==> src/rtl/emu_pkg.sv <==
// Shared types and constants for the emulation boot sequencer.
// Holds the boot FSM state type, the default config word and a width helper.
package emu_pkg;

   typedef enum logic [1:0] {
      RESET_HOLD,
      SETTLE,
      RUN,
      HALT
   } boot_state_e;

   localparam logic [7:0] DEF_CFG_SW = 8'b1000_0111;

   // Bits needed to hold 0..n-1, never less than one bit.
   function automatic int unsigned safe_w(input int unsigned n);
      return (n <= 1) ? 1 : $clog2(n);
   endfunction

endpackage

==> src/rtl/emu_boot_sequencer_if.sv <==
// Control/status bundle between the harness and the boot sequencer.
// slave: sequencer side (profile/reboot/halt in, core controls and status out).
// master: harness side (drives requests, observes core controls and status).
interface emu_boot_sequencer_if #(
   parameter int unsigned CFG_W  = 8,
   parameter int unsigned PROF_W = 2,
   parameter int unsigned CNT_W  = 32
);

   logic [PROF_W-1:0] i_profile_sel;
   logic              i_reboot;
   logic              i_halt_req;
   logic              o_core_reset_n;
   logic [CFG_W-1:0]  o_cfg_sw;
   logic              o_clk_en;
   logic              o_running;
   logic              o_done;
   logic [CNT_W-1:0]  o_cycle_cnt;
   logic [7:0]        o_boot_cnt;

   modport slave (
      input  i_profile_sel, i_reboot, i_halt_req,
      output o_core_reset_n, o_cfg_sw, o_clk_en,
      output o_running, o_done, o_cycle_cnt, o_boot_cnt
   );

   modport master (
      output i_profile_sel, i_reboot, i_halt_req,
      input  o_core_reset_n, o_cfg_sw, o_clk_en,
      input  o_running, o_done, o_cycle_cnt, o_boot_cnt
   );

endinterface

==> src/rtl/emu_clk_div.sv <==
// Free-running divider producing a one-cycle wrap strobe every CLK_DIV clocks.
// Ports: i_clk, i_reset (sync, active-high), o_wrap (high on last count).
module emu_clk_div
   import emu_pkg::*;
#(
   parameter int unsigned CLK_DIV = 1
) (
   input  logic i_clk,
   input  logic i_reset,
   output logic o_wrap
);

   localparam int unsigned DW = safe_w(CLK_DIV);
   localparam logic [DW-1:0] LAST = DW'(CLK_DIV - 1);

   logic [DW-1:0] div_q;
   logic [DW-1:0] div_d;

   always_comb begin
      div_d = (div_q == LAST) ? '0 : div_q + 1'b1;
   end

   always_ff @(posedge i_clk) begin
      if (i_reset) begin
         div_q <= '0;
      end else begin
         div_q <= div_d;
      end
   end

   assign o_wrap = (div_q == LAST);

endmodule

==> src/rtl/emu_boot_sequencer.sv <==
// Emulation harness controller: core reset/config sequencing, clock-enable
// strobe, run-length/halt control and warm reboot with profile reselection.
// Ports: i_clk, i_reset (sync, active-high), bus (slave modport): profile
// select, reboot, halt request in; core reset_n, cfg switches, clk_en,
// running, done, cycle count, boot count out.
module emu_boot_sequencer
   import emu_pkg::*;
#(
   parameter int unsigned CFG_W         = 8,
   parameter int unsigned NUM_PROFILES  = 4,
   parameter int unsigned PROF_W        = 2,
   parameter logic [NUM_PROFILES*CFG_W-1:0] PROFILE_TABLE =
      {8'h00, 8'h83, 8'h07, DEF_CFG_SW},
   parameter int unsigned RESET_CYCLES  = 16,
   parameter int unsigned SETTLE_CYCLES = 4,
   parameter int unsigned CLK_DIV       = 1,
   parameter int unsigned CNT_W         = 32,
   parameter int unsigned MAX_CYCLES    = 0
) (
   input logic                 i_clk,
   input logic                 i_reset,
   emu_boot_sequencer_if.slave bus
);

   localparam int unsigned PH_N =
      (RESET_CYCLES > SETTLE_CYCLES) ? RESET_CYCLES : SETTLE_CYCLES;
   localparam int unsigned PH_W = safe_w(PH_N);

   boot_state_e      state_q, state_d;
   logic [PH_W-1:0]  phase_q, phase_d;
   logic             rst_n_q, rst_n_d;
   logic [CFG_W-1:0] cfg_q, cfg_d;
   logic             pend_q, pend_d;
   logic [CNT_W-1:0] cyc_q, cyc_d;
   logic [7:0]       boot_q, boot_d;

   logic             wrap;
   logic             clk_en;
   logic [PROF_W-1:0] sel;
   logic [CFG_W-1:0] prof_cfg;
   logic [7:0]       boot_inc;

   emu_clk_div #(
      .CLK_DIV (CLK_DIV)
   ) u_div (
      .i_clk   (i_clk),
      .i_reset (i_reset),
      .o_wrap  (wrap)
   );

   assign clk_en   = wrap && (state_q != HALT) && !i_reset;
   assign sel      = bus.i_profile_sel;
   assign boot_inc = (boot_q == 8'hFF) ? boot_q : boot_q + 8'd1;

   // Out-of-range selects fall back to entry 0.
   always_comb begin
      prof_cfg = PROFILE_TABLE[CFG_W-1:0];
      for (int i = 1; i < NUM_PROFILES; i++) begin
         if (int'(sel) == i) begin
            prof_cfg = PROFILE_TABLE[i*CFG_W +: CFG_W];
         end
      end
   end

   always_comb begin
      state_d = state_q;
      phase_d = phase_q;
      rst_n_d = rst_n_q;
      cfg_d   = cfg_q;
      pend_d  = 1'b0;
      cyc_d   = cyc_q;
      boot_d  = boot_q;
      // The profile is taken one cycle after a boot starts.
      if (pend_q) begin
         cfg_d = prof_cfg;
      end
      if (bus.i_reboot) begin
         state_d = RESET_HOLD;
         phase_d = '0;
         rst_n_d = 1'b0;
         cyc_d   = '0;
         pend_d  = 1'b1;
      end else begin
         unique case (state_q)
            RESET_HOLD: begin
               if (clk_en) begin
                  if (phase_q == PH_W'(RESET_CYCLES - 1)) begin
                     phase_d = '0;
                     if (SETTLE_CYCLES == 0) begin
                        state_d = RUN;
                        rst_n_d = 1'b1;
                        boot_d  = boot_inc;
                     end else begin
                        state_d = SETTLE;
                     end
                  end else begin
                     phase_d = phase_q + 1'b1;
                  end
               end
            end
            SETTLE: begin
               if (clk_en) begin
                  if (phase_q == PH_W'(SETTLE_CYCLES - 1)) begin
                     phase_d = '0;
                     state_d = RUN;
                     rst_n_d = 1'b1;
                     boot_d  = boot_inc;
                  end else begin
                     phase_d = phase_q + 1'b1;
                  end
               end
            end
            RUN: begin
               // A strobe in the halting cycle still counts.
               if (clk_en) begin
                  if (cyc_q != '1) begin
                     cyc_d = cyc_q + 1'b1;
                  end
                  if (MAX_CYCLES != 0 &&
                      cyc_d == CNT_W'(MAX_CYCLES)) begin
                     state_d = HALT;
                  end
               end
               if (bus.i_halt_req) begin
                  state_d = HALT;
               end
            end
            HALT: begin
            end
            default: begin
               state_d = RESET_HOLD;
            end
         endcase
      end
   end

   always_ff @(posedge i_clk) begin
      if (i_reset) begin
         state_q <= RESET_HOLD;
         phase_q <= '0;
         rst_n_q <= 1'b0;
         cfg_q   <= PROFILE_TABLE[CFG_W-1:0];
         pend_q  <= 1'b1;
         cyc_q   <= '0;
         boot_q  <= '0;
      end else begin
         state_q <= state_d;
         phase_q <= phase_d;
         rst_n_q <= rst_n_d;
         cfg_q   <= cfg_d;
         pend_q  <= pend_d;
         cyc_q   <= cyc_d;
         boot_q  <= boot_d;
      end
   end

   assign bus.o_core_reset_n = rst_n_q;
   assign bus.o_cfg_sw       = cfg_q;
   assign bus.o_clk_en       = clk_en;
   assign bus.o_running      = (state_q == RUN);
   assign bus.o_done         = (state_q == HALT);
   assign bus.o_cycle_cnt    = cyc_q;
   assign bus.o_boot_cnt     = boot_q;

endmodule

==> src/flat_wrapper.sv <==
// flat-port wrapper written by rule: the top's interface ports become plain ports
module emu_boot_sequencer_flat import emu_pkg::*;
#(
   parameter int unsigned CFG_W         = 8,
   parameter int unsigned NUM_PROFILES  = 4,
   parameter int unsigned PROF_W        = 2,
   parameter logic [NUM_PROFILES*CFG_W-1:0] PROFILE_TABLE =
      {8'h00, 8'h83, 8'h07, DEF_CFG_SW},
   parameter int unsigned RESET_CYCLES  = 16,
   parameter int unsigned SETTLE_CYCLES = 4,
   parameter int unsigned CLK_DIV       = 1,
   parameter int unsigned CNT_W         = 32,
   parameter int unsigned MAX_CYCLES    = 0
)
  (i_clk, i_reset, bus_i_profile_sel, bus_i_reboot, bus_i_halt_req, bus_o_core_reset_n, bus_o_cfg_sw, bus_o_clk_en, bus_o_running, bus_o_done, bus_o_cycle_cnt, bus_o_boot_cnt);
  emu_boot_sequencer_if #(.CFG_W(CFG_W), .PROF_W(PROF_W), .CNT_W(CNT_W)) bus_i ();
  input logic i_clk;
  input logic i_reset;
  input wire logic [$bits(bus_i.i_profile_sel)-1:0] bus_i_profile_sel;
  input wire logic [$bits(bus_i.i_reboot)-1:0] bus_i_reboot;
  input wire logic [$bits(bus_i.i_halt_req)-1:0] bus_i_halt_req;
  output wire logic [$bits(bus_i.o_core_reset_n)-1:0] bus_o_core_reset_n;
  output wire logic [$bits(bus_i.o_cfg_sw)-1:0] bus_o_cfg_sw;
  output wire logic [$bits(bus_i.o_clk_en)-1:0] bus_o_clk_en;
  output wire logic [$bits(bus_i.o_running)-1:0] bus_o_running;
  output wire logic [$bits(bus_i.o_done)-1:0] bus_o_done;
  output wire logic [$bits(bus_i.o_cycle_cnt)-1:0] bus_o_cycle_cnt;
  output wire logic [$bits(bus_i.o_boot_cnt)-1:0] bus_o_boot_cnt;
  assign bus_i.i_profile_sel = bus_i_profile_sel;
  assign bus_i.i_reboot = bus_i_reboot;
  assign bus_i.i_halt_req = bus_i_halt_req;
  assign bus_o_core_reset_n = bus_i.o_core_reset_n;
  assign bus_o_cfg_sw = bus_i.o_cfg_sw;
  assign bus_o_clk_en = bus_i.o_clk_en;
  assign bus_o_running = bus_i.o_running;
  assign bus_o_done = bus_i.o_done;
  assign bus_o_cycle_cnt = bus_i.o_cycle_cnt;
  assign bus_o_boot_cnt = bus_i.o_boot_cnt;
  emu_boot_sequencer #(.CFG_W(CFG_W), .NUM_PROFILES(NUM_PROFILES), .PROF_W(PROF_W), .PROFILE_TABLE(PROFILE_TABLE), .RESET_CYCLES(RESET_CYCLES), .SETTLE_CYCLES(SETTLE_CYCLES), .CLK_DIV(CLK_DIV), .CNT_W(CNT_W), .MAX_CYCLES(MAX_CYCLES)) u_core (.i_clk(i_clk), .i_reset(i_reset), .bus(bus_i));
endmodule
==> config.mk <==
export PLATFORM = sky130hd
export DESIGN_NAME = emu_boot_sequencer_flat
export DESIGN_NICKNAME = d
export VERILOG_FILES = /design/src/rtl/emu_pkg.sv /design/src/rtl/emu_boot_sequencer_if.sv /design/src/rtl/emu_clk_div.sv /design/src/rtl/emu_boot_sequencer.sv /design/src/flat_wrapper.sv
export SDC_FILE = /design/constraint.sdc
export NUM_CORES = 1
export LEC_CHECK = 0
export CORE_MARGIN = 4
export CORE_UTILIZATION = 45
export DETAILED_ROUTE_END_ITERATION = 10
export GPL_TIMING_DRIVEN = 0
export HOLD_SLACK_MARGIN = 0.08
export PLACE_DENSITY = 0.72
export SLEW_MARGIN = 15
export SYNTH_ARGS = -nofsm -noshare
export SYNTH_HDL_FRONTEND = slang
export SYNTH_SLANG_ARGS = --single-unit
==> constraint.sdc <==
create_clock -name i_clk -period 7.9 [get_ports i_clk]
set_input_delay 1.185 -clock i_clk [delete_from_list [all_inputs] [get_ports i_clk]]
set_output_delay 1.185 -clock i_clk [all_outputs]
set_load 0.03 [all_outputs]
==> results of run 1 <==
-- cell usage in the layout, fill, tap and decap left out, types with 2 or more instances in the layout --
master	count
xor2_1	7
dfxtp_1	52
nand2_1	27
o211ai_1	2
and3_1	4
mux2i_1	5
o21a_1	3
buf_2	3
conb_1	5
and2_1	3
clkbuf_1	13
nand3_1	15
nand4_1	16
o311ai_1	2
or3_1	19
inv_1	6
nor2_1	20
nor4_1	6
nand2b_1	4
o41ai_1	2
ha_1	8
a21oi_1	23
o31ai_1	10
clkbuf_8	7
xnor2_1	5
clkdlybuf4s50_1	53
o21ai_0	17
and4_1	4
buf_4	5
or4_1	13
o31a_1	2
-- flip-flops by register name, summed over array words and instances (netlist names) --
| name | cells |
|---|---|
| u_core.bus.o_boot_cnt | 8 |
| u_core.bus.o_cfg_sw | 3 |
| u_core.state_q | 2 |
| u_core.bus.o_core_reset_n | 1 |
| u_core.u_div.div_q | 1 |
| u_core.pend_q | 1 |
| u_core.phase_q | 4 |
| u_core.bus.o_cycle_cnt | 32 |
-- kinds of logic after synthesis --
group                    count (synthesis)  share of synthesized area (%)
AND/OR/NAND/NOR                        139                           30.0
AO/OA/AOI/OAI                           65                           15.3
flip-flops                              52                           39.9
buffers and inverters                   28                           4.89
XOR/XNOR                                12                           4.03
adder cells (fa/ha/maj)                  8                           3.84
multiplexers                             5                           1.92
other                                    1                          0.144
-- power by group --
group | internal, mW | switching, mW | leakage (nW)
Combinational | 0.00919 | 0.0149 | 0.588
Sequential | 0.264 | 0.00124 | 0.420
Clock | 0.112 | 0.0869 | 0.0645
Total | 0.385 | 0.103 | 1.07
-- worst min path at each step --
stage                                      end
finish               u_core.bus.o_core_reset_n
detailed placement   u_core.bus.o_core_reset_n
floorplan                    u_core.state_q[1]
global placement     u_core.bus.o_core_reset_n
CTS                  u_core.bus.o_core_reset_n
global route        u_core.bus.o_cycle_cnt[31]
-- metrics by stage --
step           total power [mW]  setup slack [ps]  hold WS, ps
2_1_floorplan             0.286              4590          482
3_3_place_gp              0.295              3680          457
3_5_place_dp              0.295              3660          462
4_1_cts                   0.491              3650          488
5_1_grt                   0.508              3540          528
6_report                  0.488              3650          484
-- critical path, cell delays in order --
cell and delay, ps:
clkdlybuf4s50_1 460, clkbuf_1 240, nor3_1 420, clkdlybuf4s50_1 760
-- layer usage --
metal  GRT usage (%)  vias to the layer above  wire (µm)
met4            5.26                        0         78
li1                -                     1270          -
met2            32.6                       74       3170
met3            5.50                        6        435
met5               0                        -          0
met1            24.0                     1202       2950
-- final cells by class --
| class | count | area [µm²] | area share [%] |
|---|---|---|---|
| Buffer | 22 | 105 | 3.12 |
| Clock buffer | 7 | 96.3 | 2.86 |
| Clock inverter | 1 | 30.0 | 0.891 |
| Inverter | 6 | 22.5 | 0.668 |
| Multi-Input combinational cell | 234 | 1460 | 43.2 |
| Sequential cell | 52 | 1040 | 30.9 |
| Tap cell | 72 | 90.1 | 2.67 |
| Timing Repair Buffer | 53 | 531 | 15.7 |
==> flow_summary_export.csv, run 1 <==
group,metric,value,unit
outcome,outcome,"finished clean",
setup_path,crit_arrival,3060,ps
grt,grt_pass1_vias,2408,
power,irDropWorstVdd,109,µV
die,start_util,46.8,%
die,rows,27,
route,ant_nets,0,
place,place_area,3240,µm²
clock_network,clock_path_buffers,2,
clock_network,cts_tree,"yes",
route,wl_per_cell,14.8,µm
route,drt_first_pass_iters,4,
setup_path,critPathLaunchType,"primary input",
clock_network,h-tree-depth,2,
worst_hold_path,min_path_cells,2,
sta,max_slew_margin,56.8,%
sta,fin_setup_tns,0,ps
worst_hold_path,hold_class,"reg2reg",
die,die_w,84.1,µm
layout,num-nets-final,388,
setup_path,reg2reg_slack,5150,ps
synthesis,yosys_most_used_dff,"dfxtp_1",
route,drtIter0Drc,151,
synthesis,yosysTopAreaCell,"dfxtp_1",
synthesis,netlist_area,2610,µm²
synthesis,synth.area.top_cells,"dfxtp_1, or3_1, a21oi_1, nand2_1, ha_1",
sta,fin_crit_sh,53.8,%
sta,rsz0062_at_grt,"no",
clock_network,cts_buffers,5,
layout,final_area,3370,µm²
clock_network,cts_setup_buffers,0,
setup_path,cp-startpoint,"i_reset",
setup_path,crit_fanout,10,
synthesis,avgSynthCellArea,8.42,µm²
route,num_vias,2552,
route,drcViolationCount,0,
clock_network,cts_hold_buf,0,
sta,worst_pin_slew,647,ps
route,wirelength,6630,µm
synthesis,synth_top_area_share,39.9,%
layout,drive_gt1_share,4.80,%
synthesis,netlist_instances,310,
synthesis,yosys.cell_count.top_type,"dfxtp_1",
sta,finalSetupViolCount,0,
clock_network,ctsResizeCount,0,
place,dp_hpwl,4880,µm
die,io-pin-count,58,
sta,final_max_slew_viol_count,0,
sta,fmaxAchievable,0.235,GHz
setup_path,timing.rr.start,"u_core.bus.o_cycle_cnt[0]",
layout,fin_cells,447,
grt,grt_pass1_wl,11400,µm
worst_hold_path,min_from,"u_core.bus.o_core_reset_n",
clock_network,cts.sinks,52,
die,coreArea,5570,µm²
clock_network,cts.clk_slew.worst_paths,90,ps
grt,track_usage,19.3,%
sta,report.final.hold_viol_count,0,
synthesis,seq_area_frac_synth,39.9,%
synthesis,ys_ff_latch,52,
place,gp_congestion,0.828,
synthesis,synth_commonest_cells,"dfxtp_1, nand2_1, a21oi_1, nor2_1, or3_1",
setup_path,worstSetupPathType,"in2out",
grt,grt_max_degree,16,
layout,finalCoreUtilization,60.5,%
power,powerDensity,145,nW/µm²
setup_path,worstPathRequired,6710,ps
run,maxCapViolations,0,
setup_path,r2r_cells,9,
synthesis,synth_cell_type_count,42,
layout,syn_to_final_growth,29.2,%
setup_path,r2r_end,"u_core.bus.o_cycle_cnt[3]",
power,leakagePower,1.07,nW
place,portBuffers,53,
route,viasPerCell,5.71,
die,die_area,7080,µm²
setup_path,cp-end-kind,"output port",
synthesis,async_reset_ff_share,0,%
grt,grt_antenna_before_repair,0,
layout,diodes,0,
synthesis,synth_edf_count,0,
setup_path,critical_path.endpoint,"bus_o_clk_en",
sta,fin_skew,9.01,ps
place,dp.cells,439,
clock_network,cts-root-buf,"clkbuf_8",
synthesis,yosysWarnings,0,
clock_network,clk_latency,310,ps
layout,nFillCells,489,
sta,min_period,4250,ps
grt,overflow,0,
die,die_y,84.1,µm
(Power assumes the default switching activity.)
==> run 2, diff against run 1 <==
clock period = 4.25 ns   (was 7.9 ns; I/O delays follow)
==> results of run 2 <==
The final DEF is identical to that of run 1. Status: finished clean.
Among the figures that moved: setup slack after placement 3660 ps -> 1100 ps; setup slack after layout 3650 ps -> 1100 ps; register-to-register setup slack 5150 ps -> 1500 ps; total power 0.488 mW -> 0.906 mW; worst IR drop on VDD 109 µV -> 203 µV
